File: src/rtl/alu_link_master.sv
// Host-side initiator for the secure UART ALU link: password prefix, command bytes, result wait.
// Optional result timeout is built when ALU_LINK_MASTER_TIMEOUT_EN is defined.
module alu_link_master #(
    parameter logic [31:0] PASSWORD       = 32'h31323334,
    parameter int          TIMEOUT_CYCLES = 1_000_000
) (
    input  logic       clk,
    input  logic       reset,
    input  logic       cmd_valid,
    output logic       cmd_ready,
    input  logic [7:0] cmd_a,
    input  logic [7:0] cmd_b,
    input  logic [3:0] cmd_op,
    output logic       res_valid,
    output logic [7:0] res_data,
    output logic       res_parity_err,
    output logic       res_timeout,
    output logic       authed,
    output logic [7:0] tx_data,
    output logic       tx_start,
    input  logic       tx_busy,
    input  logic [7:0] rx_data,
    input  logic       rx_valid,
    input  logic       rx_parity_error
);

    localparam logic [2:0] ST_IDLE  = 3'd0;
    localparam logic [2:0] ST_LOAD  = 3'd1;
    localparam logic [2:0] ST_GUARD = 3'd2;
    localparam logic [2:0] ST_DRAIN = 3'd3;
    localparam logic [2:0] ST_WAIT  = 3'd4;

    logic [2:0] state_q, state_d;
    logic [2:0] idx_q, idx_d;
    logic [7:0] a_q, a_d, b_q, b_d;
    logic [3:0] op_q, op_d;
    logic       authed_q, authed_d;
    logic [7:0] tx_data_q, tx_data_d;
    logic       tx_start_q, tx_start_d;
    logic       res_valid_q, res_valid_d;
    logic [7:0] res_data_q, res_data_d;
    logic       res_par_q, res_par_d;
    logic [7:0] cur_byte;

    // Password bytes, MSB first on the wire.
    logic [7:0] pw_bytes [4];
    for (genvar gi = 0; gi < 4; gi++) begin : g_pw
        assign pw_bytes[gi] = PASSWORD[31-8*gi -: 8];
    end

    always_comb begin
        cur_byte = pw_bytes[idx_q[1:0]];
        if (idx_q[2]) begin
            case (idx_q[1:0])
                2'd0:    cur_byte = a_q;
                2'd1:    cur_byte = b_q;
                default: cur_byte = {4'h0, op_q};
            endcase
        end
    end

`ifdef ALU_LINK_MASTER_TIMEOUT_EN
    localparam int CNT_W = $clog2(TIMEOUT_CYCLES);
    localparam logic [CNT_W-1:0] CNT_LAST = CNT_W'(TIMEOUT_CYCLES - 1);
    logic [CNT_W-1:0] cnt_q, cnt_d;
    logic             res_timeout_q, res_timeout_d;
    assign res_timeout = res_timeout_q;
`else
    assign res_timeout = 1'b0;
`endif

    always_comb begin
        state_d     = state_q;
        idx_d       = idx_q;
        a_d         = a_q;
        b_d         = b_q;
        op_d        = op_q;
        authed_d    = authed_q;
        tx_data_d   = tx_data_q;
        tx_start_d  = 1'b0;
        res_valid_d = 1'b0;
        res_data_d  = res_data_q;
        res_par_d   = res_par_q;
`ifdef ALU_LINK_MASTER_TIMEOUT_EN
        cnt_d         = cnt_q;
        res_timeout_d = 1'b0;
`endif
        case (state_q)
            ST_IDLE: begin
                if (cmd_valid) begin
                    a_d     = cmd_a;
                    b_d     = cmd_b;
                    op_d    = cmd_op;
                    idx_d   = authed_q ? 3'd4 : 3'd0;
                    state_d = ST_LOAD;
                end
            end
            ST_LOAD: begin
                if (!tx_busy) begin
                    tx_data_d  = cur_byte;
                    tx_start_d = 1'b1;
                    state_d    = ST_GUARD;
                end
            end
            // uart_tx raises busy a cycle late, so do not look at it here.
            ST_GUARD: state_d = ST_DRAIN;
            ST_DRAIN: begin
                if (!tx_busy) begin
                    if (idx_q == 3'd3) begin
                        authed_d = 1'b1;
                    end
                    if (idx_q == 3'd6) begin
                        state_d = ST_WAIT;
`ifdef ALU_LINK_MASTER_TIMEOUT_EN
                        cnt_d   = '0;
`endif
                    end else begin
                        idx_d   = idx_q + 3'd1;
                        state_d = ST_LOAD;
                    end
                end
            end
            ST_WAIT: begin
                if (rx_valid) begin
                    res_data_d  = rx_data;
                    res_par_d   = rx_parity_error;
                    res_valid_d = 1'b1;
                    state_d     = ST_IDLE;
                end
`ifdef ALU_LINK_MASTER_TIMEOUT_EN
                else if (cnt_q == CNT_LAST) begin
                    res_timeout_d = 1'b1;
                    state_d       = ST_IDLE;
                end else begin
                    cnt_d = cnt_q + CNT_W'(1);
                end
`endif
            end
            default: state_d = ST_IDLE;
        endcase
    end

    always_ff @(posedge clk) begin
        if (reset) begin
            state_q     <= ST_IDLE;
            idx_q       <= '0;
            a_q         <= '0;
            b_q         <= '0;
            op_q        <= '0;
            authed_q    <= 1'b0;
            tx_data_q   <= '0;
            tx_start_q  <= 1'b0;
            res_valid_q <= 1'b0;
            res_data_q  <= '0;
            res_par_q   <= 1'b0;
        end else begin
            state_q     <= state_d;
            idx_q       <= idx_d;
            a_q         <= a_d;
            b_q         <= b_d;
            op_q        <= op_d;
            authed_q    <= authed_d;
            tx_data_q   <= tx_data_d;
            tx_start_q  <= tx_start_d;
            res_valid_q <= res_valid_d;
            res_data_q  <= res_data_d;
            res_par_q   <= res_par_d;
        end
    end

`ifdef ALU_LINK_MASTER_TIMEOUT_EN
    always_ff @(posedge clk) begin
        if (reset) begin
            cnt_q         <= '0;
            res_timeout_q <= 1'b0;
        end else begin
            cnt_q         <= cnt_d;
            res_timeout_q <= res_timeout_d;
        end
    end
`endif

    assign cmd_ready      = (state_q == ST_IDLE);
    assign authed         = authed_q;
    assign tx_data        = tx_data_q;
    assign tx_start       = tx_start_q;
    assign res_valid      = res_valid_q;
    assign res_data       = res_data_q;
    assign res_parity_err = res_par_q;

endmodule

File: config.mk
export PLATFORM = sky130hd
export DESIGN_NAME = alu_link_master
export DESIGN_NICKNAME = d
export VERILOG_FILES = /design/src/rtl/alu_link_master.sv
export SDC_FILE = /design/constraint.sdc
export NUM_CORES = 1
export LEC_CHECK = 0
export CAP_MARGIN = 10
export CORE_MARGIN = 2
export CORE_UTILIZATION = 42
export CTS_CLUSTER_DIAMETER = 60
export CTS_CLUSTER_SIZE = 14
export DETAILED_ROUTE_END_ITERATION = 6
export GPL_ROUTABILITY_DRIVEN = 0
export GPL_TIMING_DRIVEN = 0
export HOLD_SLACK_MARGIN = 0.02
export PLACE_DENSITY_LB_ADDON = 0.2
export SYNTH_ARGS = -nofsm -noshare
export SYNTH_HDL_FRONTEND = slang
export SYNTH_SLANG_ARGS = --single-unit
File: constraint.sdc
create_clock -name clk -period 1.5 [get_ports clk]
set_input_delay 0.3 -clock clk [delete_from_list [all_inputs] [get_ports clk]]
set_output_delay 0.3 -clock clk [all_outputs]
set_load 0.01 [all_outputs]
==> impl_metrics.csv, run 1 <==
group,metric,value,unit
clock_tree,worst_skew_pair.late_latency,0.29,ns
sta,maxSlewHeadroom,0.622,
run,maxCapViolCount,0,
status,run_status,"finished clean",
die,core-area,4440,um2
critical_path,crit_arrival,1.62,ns
placed_design,port_buffers,53,
routing,number_of_drc_violations_after_detailed_routing,0,
logic_synthesis,synth.ff_latch_count,46,
logic_synthesis,netlist.top_cell.by_area,"sky130_fd_sc_hd__dfxtp_1",
global_route,grt_overflow_total,0,
logic_synthesis,mappedNetlistNets,275,
die,num_io_pins,56,
logic_synthesis,yosys.cell_types.count,39,
logic_synthesis,synth_edf_count,0,
routing,route.antenna.remaining_nets,0,
sta,skew,0.00682,ns
routing,postRouteWirelength,4750,um
critical_path,worst-path-max-fanout,10,
die,rows,24,
pwr,clk_pwr_share,0.318,
layout,multi_input_comb_area,1040,um2
sta,finalCriticalPeriod,1.46,ns
layout,area_occupied_by_registers,935,um2
clock_tree,cts_inserted_buffers,5,
clock_tree,buffer_cell_driving_the_clock_tree_root,"sky130_fd_sc_hd__clkbuf_8",
pwr,p_seq_frac,0.534,
critical_path,worstSetupEndpointType,"register",
clock_tree,ctsHtreeMaxLevel,2,
logic_synthesis,share_of_synthesized_area_occupied_by_flip_flops_and_latches,0.466,
layout,layoutNonFillerInstCount,347,
layout,area_growth,43.5,%
sta,min_period_over_period,0.971,
sta,tightestPinTransition,0.568,ns
die,floorplan.die.width,72.6,um
logic_synthesis,primary_ff_master_synth,"sky130_fd_sc_hd__dfxtp_1",
sta,finalSetupViolations,0,
sta,report.final.slew_viol_count,0,
pwr,switching_power,0.616,mW
critical_path,reg2reg_slack,0.04,ns
global_route,first_pass_grt_wire_length,7540,um
clock_tree,tritoncts_clock_tree,"yes",
placed_design,detailed_placement_wirelength_estimate,3260,um
pwr,cell_internal_power,1.84,mW
pwr,switching_share,0.251,
logic_synthesis,post_synth.cell_area_avg,8.41,um2
routing,routedWlPerCell,13.7,um
layout,final_layout_size_suffix_gt1_frac,0.156,
critical_path,cp.required,1.67,ns
critical_path,worstSetupStartpointType,"register",
layout,antenna_cells,0,
clock_tree,clock_transition_at_the_registers_of_the_reported_paths,0.09,ns
placed_design,total_instance_count_after_detailed_placement,340,
placed_design,placed_area,2580,um2
clock_tree,holdBufCountCts,0,
die,die_span_y,72.6,um
logic_synthesis,yosys_warnings,0,
die,fp.dieArea,5270,um2
sta,grt_setup_unrepaired,"yes",
routing,route.detailed.vias_per_inst,5.24,
clock_tree,maximum_buffer_depth_of_the_clock_tree,2,
global_route,first_global_vias,1612,
pwr,power_per_cell_area,865,nW/um2
logic_synthesis,yosys.area.top_type_share,0.466,
logic_synthesis,synthTopCellsByCount,"sky130_fd_sc_hd__nand2_1 (66), sky130_fd_sc_hd__dfxtp_1 (46), sky130_fd_sc_hd__a21oi_1 (34)",
pwr,irDropWorstVdd,555,uV
logic_synthesis,async_reset_ff_frac,0,
pwr,leakage,1.24,nW
logic_synthesis,synth_cells,235,
routing,routed-via-count,1820,
min_path,worst_min_delay_path_category,"input pin to register",
routing,firstDrtPassIters,4,
clock_tree,cts_sinks,46,
sta,max_freq,686,MHz
routing,first_iter_violations,78,
pwr,power_frac_comb,0.148,
sta,report.final.hold_viol_count,0,
logic_synthesis,cell_types_with_the_largest_area_share_after_synthesis,"sky130_fd_sc_hd__dfxtp_1 (47%), sky130_fd_sc_hd__nand2_1 (13%), sky130_fd_sc_hd__a21oi_1 (8.6%), sky130_fd_sc_hd__ha_1 (3.8%), sky130_fd_sc_hd__o41ai_2 (2.5%)",
global_route,maximum_number_of_pins_on_one_net_before_global_route_repair,15,
layout,final.fill_count,414,
layout,fin_area,2840,um2
global_route,antenna_found_initial,0,
global_route,grtUsageTotal,0.183,
critical_path,worstSetupPathType,"register to register",
logic_synthesis,post_synth_instance_area,1980,um2
die,initial_core_util,0.445,
layout,finish.net_count,334,
logic_synthesis,count_leader_synth,"sky130_fd_sc_hd__nand2_1",
==> cells by family (layout without fill, tap and decap cells) <==
family | Yosys count | after routing | synth area share
AND/OR/NAND/NOR | 97 | 97 | 0.227
AO/OA/AOI/OAI | 61 | 61 | 0.212
flip-flops | 46 | 46 | 0.466
buffers and inverters | 23 | 83 | 0.0500
adder cells (fa/ha/maj) | 6 | 6 | 0.0380
other | 1 | 1 | 0.00190
XOR/XNOR | 1 | 1 | 0.00443
==> worst max-delay path, cell delays in order (launching register included) <==
cell                      delay (ns)
sky130_fd_sc_hd__dfxtp_2        0.33
sky130_fd_sc_hd__buf_6          0.14
sky130_fd_sc_hd__nor4b_4        0.44
sky130_fd_sc_hd__buf_4          0.19
sky130_fd_sc_hd__o22a_1         0.15
sky130_fd_sc_hd__o32ai_1        0.08
==> placed cells by master, fill, tap and decap left out, types with 4 or more instances in the layout <==
cell | netlist | layout
sky130_fd_sc_hd__nand2_1 | 66 | 66
sky130_fd_sc_hd__dfxtp_1 | 46 | 41
sky130_fd_sc_hd__clkdlybuf4s50_1 | 0 | 37
sky130_fd_sc_hd__a21oi_1 | 34 | 34
sky130_fd_sc_hd__dlymetal6s2s_1 | 0 | 12
sky130_fd_sc_hd__nor2_1 | 9 | 8
sky130_fd_sc_hd__nand3_1 | 7 | 7
sky130_fd_sc_hd__clkbuf_1 | 11 | 6
sky130_fd_sc_hd__clkbuf_8 | 0 | 6
sky130_fd_sc_hd__buf_6 | 0 | 5
sky130_fd_sc_hd__ha_1 | 6 | 4
==> power groups by stage <==
stage | Clock, mW | Sequential [mW] | Combinational [mW]
floorplan | 0 | 1.33 | 0.176
global placement | 0 | 1.33 | 0.331
detailed placement | 0 | 1.33 | 0.333
CTS | 0.794 | 1.31 | 0.351
global route | 0.853 | 1.32 | 0.397
finish | 0.781 | 1.31 | 0.362
==> path summary, 6_finish.rpt <==
check	startpoint	endpoint	depth (start not counted)
max	state_q[2]$_SDFFE_PP0P_	idx_q[1]$_SDFFE_PP0P_	5
min	cmd_valid	state_q[0]$_SDFFE_PP0P_	3
max reg2reg	state_q[2]$_SDFFE_PP0P_	idx_q[1]$_SDFFE_PP0P_	5
min reg2reg	res_data[7]$_SDFFE_PP0P_	res_data[7]$_SDFFE_PP0P_	2
==> layer usage <==
layer  wire length, um  part of all wire  GRT usage
met5                 0                 0          0
met1              2160              0.46      0.247
met2              2310              0.49      0.298
met4                15            0.0032     0.0370
met3               254             0.054     0.0470
==> cell type report <==
class                           instances  area share
Buffer                                 17      0.0455
Clock buffer                            6      0.0291
Clock inverter                          2     0.00441
Inverter                                4     0.00530
Multi-Input combinational cell        166       0.366
Sequential cell                        46       0.330
Tap cell                               52      0.0229
Timing Repair Buffer                   54       0.197
==> metrics by stage <==
stage / setup WS [ns] / TNS, ns / power [mW] / util / hold WS [ns]
2_1_floorplan: -0.0178 / -0.0178 / 1.51 / - / 0.432
3_3_place_gp: -0.439 / -14.75 / 1.66 / 0.580 / 0.441
4_1_cts: -0.115 / -0.115 / 2.46 / 0.620 / 0.458
6_report: 0.0428 / 0 / 2.45 / 0.638 / 0.428
5_1_grt: -0.0291 / -0.0455 / 2.57 / 0.638 / 0.433
3_5_place_dp: -0.462 / -15.49 / 1.67 / 0.580 / 0.446
==> registers in the layout, summed over array words and instances (netlist names), 3 cells and up <==
signal    cells
tx_data       8
state_q       3
res_data      8
b_q           8
op_q          4
idx_q         3
a_q           8
==> what timing repair did <==
item | in CTS | in global routing
pin swaps | 0 | 4
buffers inserted | 0 | 1
resized for setup | 32 | 35
setup endpoints to repair | 32 | 48
Note: power is estimated with default switching activity, not from simulation.
==> inputs of run 2 (changes only) <==
- ABC_AREA: not set -> 1
- CORE_UTILIZATION: 42 -> 44
- CTS_BUF_LIST: not set -> sky130_fd_sc_hd__clkbuf_4 sky130_fd_sc_hd__clkbuf_8
==> impl_metrics.csv, run 2 <==
group,metric,value,unit
sta,finalSetupViolations,0,
critical_path,worst-path-max-fanout,2,
sta,worst_slack,0.0374,ns
critical_path,crit_arrival,1.16,ns
critical_path,cp-endpoint,"res_data[6]",
die,fp.dieArea,5100,um2
pwr,irDropWorstVdd,960,uV
logic_synthesis,post_synth_instance_area,2000,um2
routing,firstDrtPassIters,4,
sta,report.final.slew_viol_count,0,
status,run_status,"finished clean",
sta,tns,0,ns
layout,layout_commonest_cell,"sky130_fd_sc_hd__nand2_1",
pwr,power_per_cell_area,1720,nW/um2
critical_path,worstSetupStartpointType,"register",
critical_path,worstSetupEndpointType,"primary output",
logic_synthesis,synth.ff_latch_count,46,
pwr,power_after_layout,4.85,mW
logic_synthesis,mappedNetlistNets,309,
critical_path,critical_path.cell_chain,"clkdlybuf4s50_1",
logic_synthesis,synth_cells,269,
routing,route.antenna.remaining_nets,0,
clock_tree,holdBufCountCts,0,
layout,area_growth,41.4,%
logic_synthesis,count_leader_synth,"sky130_fd_sc_hd__nand2_1",
die,num_io_pins,56,
routing,route.detailed.vias_per_inst,5.03,
logic_synthesis,netlist.top_cell.by_area,"sky130_fd_sc_hd__dfxtp_1",
routing,number_of_drc_violations_after_detailed_routing,0,
layout,antenna_cells,0,
routing,first_iter_violations,122,
placed_design,detailed_placement_wirelength_estimate,3450,um
global_route,grt_overflow_total,0,
clock_tree,maximum_buffer_depth_of_the_clock_tree,2,
logic_synthesis,async_reset_ff_frac,0,
critical_path,reg2reg_from,"state_q[0]$_SDFFE_PP0P_",
sta,skew,0.00671,ns
routing,routedWlPerCell,12.7,um
critical_path,worstSetupPathType,"register to primary output",
global_route,grtUsageTotal,0.191,
clock_tree,cts_inserted_buffers,5,
logic_synthesis,yosys.cell_types.count,21,
sta,max_freq,684,MHz
logic_synthesis,primary_ff_master_synth,"sky130_fd_sc_hd__dfxtp_1",
critical_path,crit_slowest_cell,"sky130_fd_sc_hd__clkdlybuf4s50_1",
layout,most-common-layout-cells,"sky130_fd_sc_hd__nand2_1 (49), sky130_fd_sc_hd__a21oi_1 (42), sky130_fd_sc_hd__dfxtp_1 (41)",
pwr,leakage,1.33,nW
min_path,timing.hold.worst_path_depth,2,
critical_path,crit_cells,1,
critical_path,cp.required,1.20,ns
layout,layoutNonFillerInstCount,385,
placed_design,total_instance_count_after_detailed_placement,375,
sta,finalCriticalPeriod,1.46,ns
layout,finish.net_count,372,
logic_synthesis,cell_types_with_the_largest_area_share_after_synthesis,"sky130_fd_sc_hd__dfxtp_1 (46%), sky130_fd_sc_hd__a21oi_1 (11%), sky130_fd_sc_hd__nand2_1 (9.4%), sky130_fd_sc_hd__nand3_1 (6.3%), sky130_fd_sc_hd__o21ai_0 (6.3%)",
global_route,maximum_number_of_pins_on_one_net_before_global_route_repair,16,
placed_design,port_buffers,54,
clock_tree,cts_sinks,46,
die,rows,24,
global_route,first_global_vias,1704,
routing,postRouteWirelength,4910,um
logic_synthesis,yosys.area.top_type_share,0.461,
logic_synthesis,post_synth.cell_area_avg,7.43,um2
routing,routed-via-count,1936,
placed_design,pre_cts_ws,-0.441,ns
critical_path,critical_path.startpoint,"res_data[6]$_SDFFE_PP0P_",
clock_tree,clock_transition_at_the_registers_of_the_reported_paths,0.09,ns
critical_path,path_buf_inv,1,
sta,min_period_over_period,0.975,
critical_path,ff2ff_path_depth,10,
min_path,worst_min_delay_path_category,"register to register",
die,floorplan.die.width,71.4,um
global_route,antenna_found_initial,0,
die,core-area,4350,um2
layout,final_layout_size_suffix_gt1_frac,0.126,
die,die_span_y,71.4,um
clock_tree,tritoncts_clock_tree,"yes",
critical_path,critical_path.reg2reg.endpoint,"idx_q[0]$_SDFFE_PP0P_",
logic_synthesis,yosys_warnings,0,
global_route,first_pass_grt_wire_length,7800,um
die,initial_core_util,0.459,
critical_path,delay_heaviest_family_cp,"buffers and inverters",
logic_synthesis,share_of_synthesized_area_occupied_by_flip_flops_and_latches,0.461,
sta,report.final.hold_viol_count,0,
clock_tree,worst_skew_pair.late_latency,0.30,ns
clock_tree,ctsHtreeMaxLevel,2,
logic_synthesis,synth_edf_count,0,
critical_path,cp_slowest_stage_delay,0.53,ns
clock_tree,buffer_cell_driving_the_clock_tree_root,"sky130_fd_sc_hd__clkbuf_8",
run,maxCapViolCount,0,
critical_path,reg2reg_slack,0.08,ns
logic_synthesis,synthTopCellsByCount,"sky130_fd_sc_hd__nand2_1 (50), sky130_fd_sc_hd__dfxtp_1 (46), sky130_fd_sc_hd__a21oi_1 (42)",
==> run 2: cell types whose count changed after synthesis, moves of 4 or more <==
cell	before	now
sky130_fd_sc_hd__inv_2	0	4
sky130_fd_sc_hd__o21ai_0	0	25
sky130_fd_sc_hd__nor2_1	9	16
sky130_fd_sc_hd__nand2_1	66	50
sky130_fd_sc_hd__nand3_1	7	25
sky130_fd_sc_hd__clkbuf_1	11	3
sky130_fd_sc_hd__buf_2	7	2
sky130_fd_sc_hd__buf_4	1	5
sky130_fd_sc_hd__inv_1	4	29
sky130_fd_sc_hd__nor3_1	4	0
sky130_fd_sc_hd__a21oi_1	34	42
==> run 2: stage by stage <==
stage	cell area (um2)	hold slack [ns]	util
5_1_grt	2830	0.460	0.649
3_3_place_gp	2600	0.430	0.598
3_5_place_dp	2600	0.434	0.598
6_report	2830	0.445	0.649
4_1_cts	2760	0.447	0.633
2_1_floorplan	2000	0.429	-
==> run 2: layout make-up <==
class                           count  area [um2]
Inverter                           33         126
Timing Repair Buffer               58         602
Tap cell                           52        65.1
Buffer                              9        51.3
Sequential cell                    46         932
Fill cell                         375        1530
Clock inverter                      3        43.8
Clock buffer                        5        68.8
Multi-Input combinational cell    179         936
==> run 2: metal layers <==
metal | wire length (um) | track usage | vias to the layer above
met2 | 2330 | 0.308 | 48
met3 | 285 | 0.0436 | 6
li1 | - | - | 1013
met5 | 0 | 0 | -
met4 | 62 | 0.0587 | 0
met1 | 2230 | 0.256 | 869
==> run 2: how the worst min path moves through the flow <==
stage                     slack (ns)                  endpoint                      from
after global placement          0.43  res_data[0]$_SDFFE_PP0P_  res_data[0]$_SDFFE_PP0P_
after floorplan                 0.43       a_q[4]$_SDFFE_PP0P_       a_q[4]$_SDFFE_PP0P_
final                           0.45  res_data[0]$_SDFFE_PP0P_  res_data[0]$_SDFFE_PP0P_
after CTS                       0.45  res_data[0]$_SDFFE_PP0P_  res_data[0]$_SDFFE_PP0P_
after global routing            0.46  res_data[1]$_SDFFE_PP0P_  res_data[1]$_SDFFE_PP0P_
after detailed placement        0.43  res_data[0]$_SDFFE_PP0P_  res_data[0]$_SDFFE_PP0P_
==> run 2: kinds of logic after synthesis <==
kind of cell               count (synthesis)  share of synthesized area
and+or+nand+nor                           98                      0.216
AOI/OAI and AO/OA                         74                      0.190
DFF                                       46                      0.461
buffers and inverters                     44                     0.0933
adders and majority gates                  6                     0.0376
other                                      1                    0.00188
==> run 2: where the power goes <==
group	internal (mW)	total [mW]	switching (mW)
Clock	0.500	0.933	0.434
Combinational	0.931	2.17	1.24
Sequential	1.53	1.75	0.214
==> run 2: what timing repair did <==
item,in CTS,in global routing
endpoints found under the setup margin,18,22
setup buffers,2,2
resized for setup,19,27
pin swaps,2,2
hold endpoints to repair,0,0
